==> src/rtl/fp_requant.sv <==
// Two-stage signed fixed-point requantizer: round or truncate to fewer fractional
// bits, then saturate into the narrower output format with valid/ready handshake.
module fp_requant #(
  parameter int IN_INT   = 8,
  parameter int IN_FRAC  = 5,
  parameter int OUT_INT  = 4,
  parameter int OUT_FRAC = 3
) (
  input  logic                        clk,
  input  logic                        rst,
  input  logic [IN_INT+IN_FRAC-1:0]   in_data,
  input  logic                        in_valid,
  output logic                        in_ready,
  input  logic                        round_en,
  output logic [OUT_INT+OUT_FRAC-1:0] out_data,
  output logic                        out_sat,
  output logic                        out_valid,
  input  logic                        out_ready,
  output logic [7:0]                  sat_count,
  input  logic                        sat_clr
);

  localparam int W_IN  = IN_INT + IN_FRAC;
  localparam int W_OUT = OUT_INT + OUT_FRAC;
  localparam int D     = IN_FRAC - OUT_FRAC;
  localparam int RSH   = (D > 0) ? D - 1 : 0;

  localparam logic signed [W_IN:0] ONE     = {{W_IN{1'b0}}, 1'b1};
  localparam logic signed [W_IN:0] RND_INC = (D > 0) ? (ONE <<< RSH) : '0;
  localparam logic signed [W_IN:0] SAT_MAX = (ONE <<< (W_OUT - 1)) - ONE;
  localparam logic signed [W_IN:0] SAT_MIN = -(ONE <<< (W_OUT - 1));

  logic                   stall;
  logic                   s1_valid;
  logic signed [W_IN:0]   s1_val;
  logic signed [W_IN:0]   in_ext;
  logic signed [W_IN:0]   s1_next;
  logic [W_OUT-1:0]       sat_data;
  logic                   sat_flag;
  logic                   out_xfer;

  assign stall    = out_valid && !out_ready;
  assign in_ready = !stall;
  assign out_xfer = out_valid && out_ready;

  // One extra headroom bit keeps the rounding increment from wrapping at the input maximum.
  always_comb begin
    in_ext = {in_data[W_IN-1], in_data};
    if (round_en) begin
      in_ext = in_ext + RND_INC;
    end
    s1_next = in_ext >>> D;
  end

  always_comb begin
    sat_data = s1_val[W_OUT-1:0];
    sat_flag = 1'b0;
    if (s1_val > SAT_MAX) begin
      sat_data = SAT_MAX[W_OUT-1:0];
      sat_flag = 1'b1;
    end else if (s1_val < SAT_MIN) begin
      sat_data = SAT_MIN[W_OUT-1:0];
      sat_flag = 1'b1;
    end
  end

  always_ff @(posedge clk or negedge rst) begin
    if (!rst) begin
      s1_valid  <= 1'b0;
      s1_val    <= '0;
      out_valid <= 1'b0;
      out_data  <= '0;
      out_sat   <= 1'b0;
    end else if (!stall) begin
      s1_valid  <= in_valid;
      if (in_valid) begin
        s1_val <= s1_next;
      end
      out_valid <= s1_valid;
      if (s1_valid) begin
        out_data <= sat_data;
        out_sat  <= sat_flag;
      end
    end
  end

  // Clear takes priority over a coincident saturated delivery.
  always_ff @(posedge clk or negedge rst) begin
    if (!rst) begin
      sat_count <= '0;
    end else if (sat_clr) begin
      sat_count <= '0;
    end else if (out_xfer && out_sat && (sat_count != 8'hFF)) begin
      sat_count <= sat_count + 8'd1;
    end
  end

endmodule
==> config.mk <==
export PLATFORM = sky130hd
export DESIGN_NAME = fp_requant
export DESIGN_NICKNAME = d
export VERILOG_FILES = /design/src/rtl/fp_requant.sv
export SDC_FILE = /design/constraint.sdc
export NUM_CORES = 1
export LEC_CHECK = 0
export BUFFER_PORTS_ARGS = -buffer_cell sky130_fd_sc_hd__buf_4
export CAP_MARGIN = 20
export CORE_ASPECT_RATIO = 0.75
export CORE_MARGIN = 2
export CORE_UTILIZATION = 56
export CTS_CLUSTER_SIZE = 30
export DETAILED_ROUTE_END_ITERATION = 8
export HOLD_SLACK_MARGIN = 0.08
export PLACE_DENSITY_LB_ADDON = 0.1
export SLEW_MARGIN = 20
export SYNTH_ARGS = -nofsm -noshare
export SYNTH_HDL_FRONTEND = slang
export SYNTH_SLANG_ARGS = --single-unit
==> constraint.sdc <==
create_clock -name clk -period 3.3 [get_ports clk]
set_input_delay 0.33 -clock clk [delete_from_list [all_inputs] [get_ports clk]]
set_output_delay 0.33 -clock clk [all_outputs]
set_load 0.01 [all_outputs]
==> Word level (Yosys, flattened, before mapping) <==
Cells that the tools add are included.
W data, S select, Z words.
{ "totals": {"latchBits": 0, "regBits": 30, "rom_bits": 0, "memories": 0, "mem_bits_rw": 0, "input_bits": 19, "output_inout_bits": 18, "elab_cells": 28} }
{ "op_classes": {"mux": 7, "n_reduce_logical": 9, "addsub": 2, "n_div": 0, "n_eq_ne": 1, "mul": 0, "shift": 0, "magnitude_cmp": 2, "n_bitwise": 1} }
{ "ops": {"columns": ["operator", "count"], "rows": [
  ["$mux W8", 2],
  ["$add A13 B3 Y14 const B", 1],
  ["$mux W14", 1],
  ["$mux W7", 2],
  ["$gt A12 B7 Y1 const B", 1],
  ["$lt A12 B7 Y1 const B", 1],
  ["$add A8 B1 Y8 const B", 1],
  ["$ne A8 B8 Y1 const B", 1],
  ["$logic_and A1 B1 Y1", 4],
  ["$reduce_and A2 Y1", 2],
  ["$logic_not A1 Y1", 2],
  ["$mux W1", 2],
  ["$reduce_bool A2 Y1", 1],
  ["$not A1 Y1", 1]
]} }

==> Logic depth before layout (Yosys ltp) <==
Gate-level depths: netlist of run 1.
{ "logic_depth": {"word_depth": 5, "mapped_depth": 6, "mapped_depth_nobuf": 5} }

==> Worst setup path after synthesis of run 1 <==
No wires, ideal clock.
{ "synth_timing": {"path_type": "flip-flop to flip-flop", "start": "reg sat_count[0]", "end": "reg sat_count[3]", "path_stages_with_launch": 6, "setup_ns": 0.078, "slack_ns": 1.831, "arrival_ns": 1.391, "cell_sequence": "dfrtp_1 ha_1 nand3_1 nor2_1 or3_2 a21oi_1"} }
{ "synth_between": {"elab_chain_len": 3, "word_cells_on_any_way": 6, "cone_classes": "add/sub: 1; eq/ne: 1; mux: 2; reduce/logical: 2"} }
{ "synth_rtl": {"columns": ["item", "line_no", "rtl"], "rows": [
  ["start, declared", "19", "output logic [7:0] sat_count,"],
  ["start signal, assigned", "94", "sat_count <= sat_count + 8'd1;"],
  ["$add A8 B1 Y8 or $ne A8 B8 Y1 (tied branches)", "94, 93", null],
  ["$mux W8 or $logic_and A1 B1 Y1 (tied branches)", "93", "end else if (out_xfer && out_sat && (sat_count != 8'hFF)) begin"],
  ["$mux W8 or $reduce_bool A2 Y1 (tied branches)", null, null]
]} }
Parallel ways exist; a longest one is shown, timed or not. The select of a mux whose other input is x is not followed.
A chain may end at the register's enable or synchronous reset.

==> Worst setup path after layout of run 1 <==
{ "layout_timing": {"start": "reg sat_count[0]", "end": "reg sat_count[5]"} }
The elaborated chain is that of the path after synthesis.

==> metrics.csv, run 1 <==
stage,metric,value,unit
synthesis,Mapped Nets,183,
power_and_ir_drop,Design Power,1.005,mW
synthesis,sequential-to-total area share from yosys stat,50.42,%
floorplanning,I/O pins,37,
synthesis,"Avg Cell Area, Syn",9.191,µm²
grt,global-route wire length before repair,5.319,mm
power_and_ir_drop,VDD IR max,0.0003123,V
floorplanning,Die Width,63.54,µm
clock_network,post_cts resized,0,
worst_setup_path,Reg2Reg Depth,5,
power_and_ir_drop,Int Power,0.7173,mW
placement,gpl congestion,0.8643,
cells_and_area,layout net count,222,
route,vias per inst,5.536,
power_and_ir_drop,Clk pwr share,29.7,%
clock_network,H-tree depth,2,
synthesis,Synth Instances,162,
cells_and_area,fin util,72.85,%
clock_network,latest clock arrival within the worst-skew pair,0.33,ns
route,Detailed Routing Iterations Pass 1,4,
synthesis,Post-synth top flop,dfrtp_1,
placement,Setup WS pre-CTS,1.708,ns
timing,Setup Viol. Count Final,0,
grt,vias in the first global route,1145,
synthesis,"FF+latch count, synth",30,
clock_network,clock sinks,30,
synthesis,"EDFF count, synth",0,
worst_setup_path,crit end category,flip-flop,
timing,Worst Tran Pin Value,0.6597,ns
placement,placed instance count,229,
route,ANT nets after route,0,
power_and_ir_drop,Switching Fraction,28.66,%
power_and_ir_drop,pwr dens,538.6,nW/µm²
grt,initial antenna violation count,0,
timing,Worst slew margin,55.91,%
timing,Max Slew Vio Count,0,
power_and_ir_drop,leakage power,0.8551,nW
cells_and_area,design area,1867,µm²
timing,Layout Skew,0.009295,ns
timing,fmax,0.6428,GHz
route,DR vias,1312,
floorplanning,# rows,16,
placement,placed wire-length estimate,2.350,mm
min_path,Hold EP,sat_count[3]$_DFFE_PN0P_,
floorplanning,die area,3092,µm²
clock_network,Max clock buf depth,2,
grt,Overflow after GRT,0,
synthesis,synth warn,0,
synthesis,top post-synthesis cells by area,"dfrtp_1 (50%), nand2_1 (7.8%), o21ai_0 (7.4%)",
worst_setup_path,critical path arrival,1.82,ns
job,max cap viols,0,
worst_setup_path,reg-to-reg endpoint,sat_count[5]$_DFFE_PN0P_,
grt,Tot GR Track Use,22.75,%
min_path,Worst Hold Depth,2,
worst_setup_path,Worst R2R Start,sat_count[0]$_DFFE_PN0P_,
synthesis,"count leader, synth",nand2_1,
synthesis,mapped cell area,1489,µm²
min_path,Worst Hold Class,input pin to flip-flop,
floorplanning,starting density of the core,58.11,%
clock_network,CTS Hold Bufs,1,
clock_network,Root Driver,clkbuf_4,
timing,final hold vios,0,
timing,unrepaired setup endpoints after global routing,false,
synthesis,cell taking the most area after synthesis,dfrtp_1,
power_and_ir_drop,Flop pwr share,47.6,%
worst_setup_path,CP Class,flip-flop to flip-flop,
worst_setup_path,element type at the critical path start,flip-flop,
clock_network,Setup Buffers After CTS,0,
timing,Tcrit/Tclk final,47.14,%
route,wire per inst,13.30,µm
synthesis,synth unique cells,30,
route,Remaining DRCs,0,
grt,largest net degree at the start of global routing,31,
worst_setup_path,CP Data Required Time,3.56,ns
timing,final hold slack,0.2160,ns
power_and_ir_drop,Logic pwr share,22.7,%
floorplanning,core area,2562,µm²
placement,port bufs,35,
synthesis,top-area cell type share of the netlist area,50.42,%
clock_network,Worst-path clk slew,0.09,ns
power_and_ir_drop,NetSw,0.2881,mW
timing,final worst slack,1.744,ns
placement,placed instance area,1775,µm²
clock_network,CTS tree,yes,
floorplanning,height of the die,48.66,µm
route,final WL,3.151,mm
cells_and_area,share of post-route cells with drive strength above 1,23.38,%
route,DRT iter0 DRCs,95,
synthesis,commonest cells in the synthesized netlist,"nand2_1 (31), dfrtp_1 (30), o21ai_0 (22), nor2_1 (14), nor3_1 (10)",
cells_and_area,Area Overhead vs Synth,25.38,%
cells_and_area,Ant. Diodes,0,
cells_and_area,final std cells w/o fill,237,
synthesis,Async SR Flop Fraction,100.0,%
run_status,outcome,"finished, final reports clean",
timing,minimum clock period,1.556,ns
worst_setup_path,R2R Setup Slk,1.74,ns
timing,setup TNS,0,ns
worst_setup_path,CP max FO,4,
min_path,hold_sp,sat_clr,
clock_network,total CTS buffers,5,
[placed cells by master, fill, tap and decap left out, drive strengths merged]
master       synthesis  layout
buf                  0      35
nand2               31      31
dfrtp               30      30
o21ai               23      23
nor2                14      14
nor3                10      10
xnor2                7       7
nand3                7       7
clkbuf               3       6
xor2                 5       5
nand4                5       5
inv                  4       4
a21oi                4       4
mux2i                3       3
nor4                 2       2
ha                   2       2
and3                 2       2
nand2b               1       1
o31ai                1       1
or4                  1       1
o211ai               1       1
or3                  1       1
mux2                 1       1
nor2b                1       1
o41ai                1       1
o21a                 1       1
bufinv               0       1
dlygate4sd3          0       1
[flip-flops by register name, summed over array words and instances, names as in the netlist]
register / count
s1_val: 12
sat_count: 8
out_data: 7
out_sat: 1
out_valid: 1
s1_valid: 1
[critical path, cell delays in order, from the launching register on]
cell	delay [ns]
dfrtp_1	0.45
ha_1	0.27
nand3_1	0.11
nor2_1	0.08
or4_1	0.42
a21oi_1	0.16
[power groups by stage]
stage          sequential [mW]  combinational [mW]  clock, mW
3_3_place_gp             0.480               0.222          0
2_1_floorplan            0.496              0.0972          0
6_report                 0.478               0.229      0.299
3_5_place_dp             0.485               0.230          0
5_1_grt                  0.487               0.257      0.325
4_1_cts                  0.478               0.232      0.304
[cell families (layout without fill, tap and decap cells)]
group | after synthesis | after routing | synth area share (%)
DFF | 30 | 30 | 50.42
AOI/OAI and AO/OA | 31 | 31 | 11.18
buffers and inverters | 8 | 47 | 2.437
muxes | 4 | 4 | 2.773
adders and majority gates | 2 | 2 | 1.680
and+or+nand+nor | 75 | 75 | 24.45
xor gates and xnor gates | 12 | 12 | 7.059
[layer usage]
metal | GRT usage [%] | vias to the layer above | share of wire, %
li1 | - | 640 | -
met1 | 32.37 | 615 | 50
met2 | 33.16 | 49 | 43
met5 | 0 | - | 0
met4 | 8.696 | 0 | 1.2
met3 | 6.279 | 8 | 6.5
[area by class of cell]
type | instances | area [µm²]
Clock buffer | 6 | 51.30
Fill cell | 198 | 695.7
Timing Repair Buffer | 36 | 272.8
Tap cell | 36 | 45.04
Clock inverter | 1 | 30.03
Multi-Input combinational cell | 124 | 701.9
Sequential cell | 30 | 750.7
Inverter | 4 | 15.01
[worst max-delay path by stage]
stage,to,cells after the start,from
floorplan,sat_count[3]$_DFFE_PN0P_,5,sat_count[0]$_DFFE_PN0P_
global placement,sat_count[1]$_DFFE_PN0P_,5,sat_count[0]$_DFFE_PN0P_
detailed placement,s1_val[6]$_DFFE_PN0P_,4,out_ready
CTS,sat_count[5]$_DFFE_PN0P_,5,sat_count[0]$_DFFE_PN0P_
global route,s1_val[1]$_DFFE_PN0P_,4,out_valid$_DFFE_PN0N_
finish,sat_count[5]$_DFFE_PN0P_,5,sat_count[0]$_DFFE_PN0P_
No activity file was read; power rests on OpenSTA's default activity.
==> inputs of run 2 (changes only) <==
- CORE_UTILIZATION: 56 -> 47
- clock period: 3.3 -> 1.3 ns (I/O delays scaled with it)
==> metrics.csv, run 2 (same netlist as run 1, synthesis figures left out) <==
stage,metric,value,unit
cells_and_area,most frequent cells in the layout,"buf_4 (53), nand2_1 (31), dfrtp_1 (28)",
floorplanning,die area,3639,µm²
clock_network,Root Driver,clkbuf_8,
route,DRT iter0 DRCs,84,
cells_and_area,Largest regs,"s1_val (12), sat_count (8), out_data (7)",
clock_network,H-tree depth,2,
run_status,failing checks,negative setup slack,
grt,Overflow after GRT,0,
power_and_ir_drop,Int Power,1.868,mW
route,Detailed Routing Iterations Pass 1,4,
clock_network,CTS tree,yes,
floorplanning,# rows,17,
min_path,Worst Hold Class,input pin to flip-flop,
cells_and_area,number of flip-flops in the largest register,12,
cells_and_area,Ant. Diodes,0,
floorplanning,core area,2978,µm²
timing,Worst slew margin,75.53,%
grt,Tot GR Track Use,23.29,%
timing,Layout Skew,0.003028,ns
timing,Tcrit/Tclk final,105.6,%
floorplanning,Die Width,68.99,µm
worst_setup_path,CP max FO,4,
clock_network,total CTS buffers,5,
timing,minimum clock period,1.372,ns
cells_and_area,"most common cell after layout, fill and taps aside",buf_4,
cells_and_area,layout net count,243,
cells_and_area,share of post-route cells with drive strength above 1,37.22,%
worst_setup_path,crit end category,flip-flop,
floorplanning,I/O pins,37,
power_and_ir_drop,Clk pwr share,29.1,%
power_and_ir_drop,leakage power,0.9692,nW
job,max cap viols,0,
placement,port bufs,35,
route,ANT nets after route,0,
clock_network,clock sinks,30,
floorplanning,height of the die,52.75,µm
placement,placed wire-length estimate,2.668,mm
grt,largest net degree at the start of global routing,31,
timing,Worst Tran Pin Value,0.3671,ns
timing,Max Slew Vio Count,0,
placement,gpl congestion,0.8511,
timing,unrepaired setup endpoints after global routing,true,
floorplanning,starting density of the core,50.00,%
clock_network,Max clock buf depth,2,
timing,Setup Viol. Count Final,2,
power_and_ir_drop,Flop pwr share,45.2,%
cells_and_area,fin util,71.47,%
clock_network,latest clock arrival within the worst-skew pair,0.28,ns
route,vias per inst,5.310,
cells_and_area,Top reg by flops,s1_val,
timing,fmax,0.7288,GHz
grt,global-route wire length before repair,6.003,mm
worst_setup_path,CP Data Required Time,1.51,ns
cells_and_area,Filler Cell Count,231,
route,final WL,3.565,mm
worst_setup_path,element type at the critical path start,flip-flop,
power_and_ir_drop,Switching Fraction,30.16,%
cells_and_area,Multi-input gate area,772.0,µm²
cells_and_area,Area Overhead vs Synth,42.94,%
grt,vias in the first global route,1337,
worst_setup_path,critical path arrival,1.59,ns
clock_network,Worst-path clk slew,0.06,ns
power_and_ir_drop,pwr dens,1256,nW/µm²
power_and_ir_drop,NetSw,0.8066,mW
grt,initial antenna violation count,0,
route,DR vias,1386,
run_status,outcome,"complete, but fails checks",
timing,final hold vios,0,
placement,Setup WS pre-CTS,-0.09140,ns
power_and_ir_drop,VDD IR max,0.0009469,V
cells_and_area,sequential cell area,753.2,µm²
worst_setup_path,CP Class,flip-flop to flip-flop,
route,Remaining DRCs,0,
power_and_ir_drop,Design Power,2.674,mW
power_and_ir_drop,Logic pwr share,25.7,%
route,wire per inst,13.66,µm
timing,final worst slack,-0.07216,ns
## run 2: through the flow
stage               TNS [ns]  hold slack, ns  cells  cell area [µm²]
finish               -0.1069          0.1286    261             2128
floorplan            -0.2314         -0.1656    162             1495
global route         -0.4341          0.1399    261             2128
detailed placement   -0.2902         0.07365    248             1923
global placement     -0.1202         0.06632    248             1923
CTS                  -0.1722          0.1220    259             2069
## run 2: power groups by stage
stage	registers, mW	logic (mW)	clock network (mW)
3_3_place_gp	1.21	0.643	0
4_1_cts	1.21	0.691	0.800
5_1_grt	1.23	0.771	0.844
2_1_floorplan	1.26	0.248	0
6_report	1.21	0.687	0.779
3_5_place_dp	1.22	0.668	0
## run 2: repair_timing
action | in CTS | in global routing
hold buffers | 2 | 0
endpoints found under the setup margin | 8 | 27
gates resized for setup | 5 | 13
buffers inserted | 1 | 2
pin swaps | 4 | 8
hold endpoints to repair | 38 | 0
## run 2: worst max-delay path: stages (launching register included)
cell     delay [ns]
dfrtp_1        0.35
and3_4         0.20
nand4_4        0.13
or4_4          0.50
a21oi_2        0.12
## run 2: final cells by class
cell class,instances,area share [%]
Sequential cell,30,35.39
Multi-Input combinational cell,124,36.27
Clock buffer,7,4.056
Timing Repair Buffer,57,21.11
Clock inverter,1,0.2352
Inverter,4,0.7055
Tap cell,38,2.234
## run 2: final timing paths
path                                         startpoint                       end  slack, ns  cells after the start
worst min register to register  out_data[3]$_DFFE_PN0P_   out_data[3]$_DFFE_PN0P_       0.48                      2
worst max-delay path                out_sat$_DFFE_PN0P_  sat_count[5]$_DFFE_PN0P_      -0.07                      4
worst max register to register      out_sat$_DFFE_PN0P_  sat_count[5]$_DFFE_PN0P_      -0.07                      4
min in group asynchronous                           rst  sat_count[2]$_DFFE_PN0P_       0.32                      2
max in group asynchronous                           rst  sat_count[0]$_DFFE_PN0P_       0.70                      2
worst min-delay path                        in_data[12]    s1_val[11]$_DFFE_PN0P_       0.13                      3
## run 2: routing by layer
metal | global-route usage, % | wire, µm | up-vias
li1 | - | - | 680
met1 | 31.37 | 1617 | 655
met2 | 34.46 | 1668 | 37
met3 | 6.452 | 176 | 14
met4 | 11.11 | 103 | 0
met5 | 0 | 0 | -
==> inputs of run 3 (changes only) <==
- REMOVE_ABC_BUFFERS: not set -> 1
==> metrics.csv, run 3 (same netlist as run 1, synthesis figures left out) <==
stage,metric,value,unit
timing,Tcrit/Tclk final,107.9,%
power_and_ir_drop,Design Power,2.707,mW
power_and_ir_drop,VDD IR max,0.0006447,V
cells_and_area,final std cells w/o fill,257,
clock_network,clock sinks,30,
cells_and_area,Ant. Diodes,0,
timing,Worst slew margin,70.03,%
route,DR vias,1328,
placement,placed wire-length estimate,2.733,mm
route,Remaining DRCs,0,
route,wire per inst,14.51,µm
floorplanning,die area,3639,µm²
grt,largest net degree at the start of global routing,31,
min_path,Worst Hold Class,input pin to flip-flop,
grt,global-route wire length before repair,6.016,mm
worst_setup_path,reg-to-reg endpoint,sat_count[5]$_DFFE_PN0P_,
clock_network,Max clock buf depth,2,
grt,Tot GR Track Use,23.27,%
min_path,Hold EP,s1_val[2]$_DFFE_PN0P_,
worst_setup_path,worst stage delay on the critical path,0.51,ns
worst_setup_path,crit end category,flip-flop,
worst_setup_path,CP cell instances,and3_4 > nand4_4 > or4_1 > a21oi_1,
floorplanning,starting density of the core,50.00,%
worst_setup_path,R2R Setup Slk,-0.10,ns
worst_setup_path,element type at the critical path start,flip-flop,
clock_network,latest clock arrival within the worst-skew pair,0.29,ns
timing,unrepaired setup endpoints after global routing,true,
timing,Layout Skew,0.01229,ns
worst_setup_path,CP Class,flip-flop to flip-flop,
power_and_ir_drop,Switching Fraction,30.69,%
floorplanning,core area,2978,µm²
cells_and_area,layout net count,239,
route,ANT nets after route,0,
route,final WL,3.729,mm
worst_setup_path,WP buf/inv,0,
run_status,outcome,"complete, but fails checks",
power_and_ir_drop,leakage power,0.9609,nW
route,Detailed Routing Iterations Pass 1,4,
power_and_ir_drop,Flop pwr share,44.7,%
clock_network,total CTS buffers,5,
route,DRT iter0 DRCs,90,
timing,final hold vios,0,
clock_network,Worst-path clk slew,0.07,ns
power_and_ir_drop,Int Power,1.876,mW
placement,port bufs,35,
route,vias per inst,5.167,
floorplanning,height of the die,52.75,µm
worst_setup_path,critical path arrival,1.61,ns
worst_setup_path,CP Data Required Time,1.51,ns
placement,gpl congestion,0.8606,
worst_setup_path,Worst R2R Start,out_sat$_DFFE_PN0P_,
worst_setup_path,CP max FO,4,
power_and_ir_drop,Logic pwr share,26.4,%
cells_and_area,number of flip-flops in the largest register,12,
cells_and_area,most frequent cells in the layout,"buf_4 (48), dfrtp_1 (30), nand2_1 (29)",
floorplanning,Die Width,68.99,µm
timing,final worst slack,-0.1032,ns
cells_and_area,Area Overhead vs Synth,41.85,%
worst_setup_path,slowest library cell on the worst path,or4_1,
timing,fmax,0.7126,GHz
timing,final hold slack,0.1627,ns
power_and_ir_drop,pwr dens,1282,nW/µm²
power_and_ir_drop,Clk pwr share,28.9,%
timing,minimum clock period,1.403,ns
worst_setup_path,CP startpoint,out_sat$_DFFE_PN0P_,
run_status,failing checks,negative setup slack,
power_and_ir_drop,NetSw,0.8307,mW
clock_network,CTS tree,yes,
cells_and_area,Top reg by flops,s1_val,
min_path,hold_sp,in_data[4],
worst_setup_path,Top delay family on crit path,simple AND/OR/NAND/NOR gates,
floorplanning,I/O pins,37,
grt,vias in the first global route,1257,
cells_and_area,"most common cell after layout, fill and taps aside",buf_4,
timing,Setup Viol. Count Final,6,
timing,setup TNS,-0.2897,ns
job,max cap viols,0,
cells_and_area,Largest regs,"s1_val (12), sat_count (8), out_data (7)",
cells_and_area,fin util,70.92,%
worst_setup_path,Reg2Reg Depth,4,
timing,Max Slew Vio Count,0,
grt,initial antenna violation count,0,
timing,Worst Tran Pin Value,0.4438,ns
clock_network,H-tree depth,2,
cells_and_area,share of post-route cells with drive strength above 1,35.62,%
min_path,Worst Hold Depth,3,
grt,Overflow after GRT,0,
clock_network,Root Driver,clkbuf_8,
floorplanning,# rows,17,
placement,placed instance count,246,
## run 3: worst max path at each step
stage                                to  slack, ns  depth (start not counted)
6_report       sat_count[5]$_DFFE_PN0P_      -0.10                          4
2_1_floorplan  sat_count[3]$_DFFE_PN0P_      -0.17                          5
4_1_cts        sat_count[5]$_DFFE_PN0P_      -0.08                          4
5_1_grt        sat_count[5]$_DFFE_PN0P_      -0.18                          4
3_3_place_gp   sat_count[3]$_DFFE_PN0P_      -0.09                          5
3_5_place_dp   sat_count[3]$_DFFE_PN0P_      -0.18                          5
## run 3: power by group through the flow
stage                     Clock (mW)  Sequential [mW]  Combinational (mW)
after detailed placement           0             1.22               0.697
after floorplan                    0             1.26               0.237
final                          0.783             1.21               0.714
after global placement             0             1.21               0.665
after CTS                      0.788             1.20               0.711
after global routing           0.836             1.23               0.806
## run 3: layer usage
| metal | part of all wire [%] | routed length, µm | vias up | global-route usage, % |
|---|---|---|---|---|
| met5 | 0 | 0 | - | 0 |
| met4 | 1.7 | 62 | 0 | 8.170 |
| met3 | 5.9 | 221 | 6 | 6.237 |
| met2 | 43 | 1607 | 41 | 31.57 |
| met1 | 49 | 1838 | 608 | 35.16 |
| li1 | - | - | 673 | - |
## run 3: final cells by class
cell class,count,area (µm²)
fillers,235,865.8
repair buffers,53,422.9
clock buffers,6,82.58
well taps,38,47.55
flip-flops and latches,30,750.7
clock inverters,2,12.51
inverters,4,15.01
multi-input cells,124,780.7
## run 3: worst reg2reg max path: stages, from the launching register on
cell	delay, ns
dfrtp_1	0.35
and3_4	0.21
nand4_4	0.13
or4_1	0.51
a21oi_1	0.14
## run 3: what timing repair did
item / CTS / global route
buffers inserted: 1 / 0
endpoints found under the setup margin: 9 / 28
hold endpoints to repair: 35 / 0
resized for setup: 11 / 12
pin swaps: 8 / 7
hold buffers: 2 / 0
## run 3: metrics by stage
step	setup slack, ns	area (µm²)
after floorplan	-0.1684	1468
after global placement	-0.09101	1903
after detailed placement	-0.1751	1903
after CTS	-0.07567	2059
after global routing	-0.1763	2112
final	-0.1032	2112
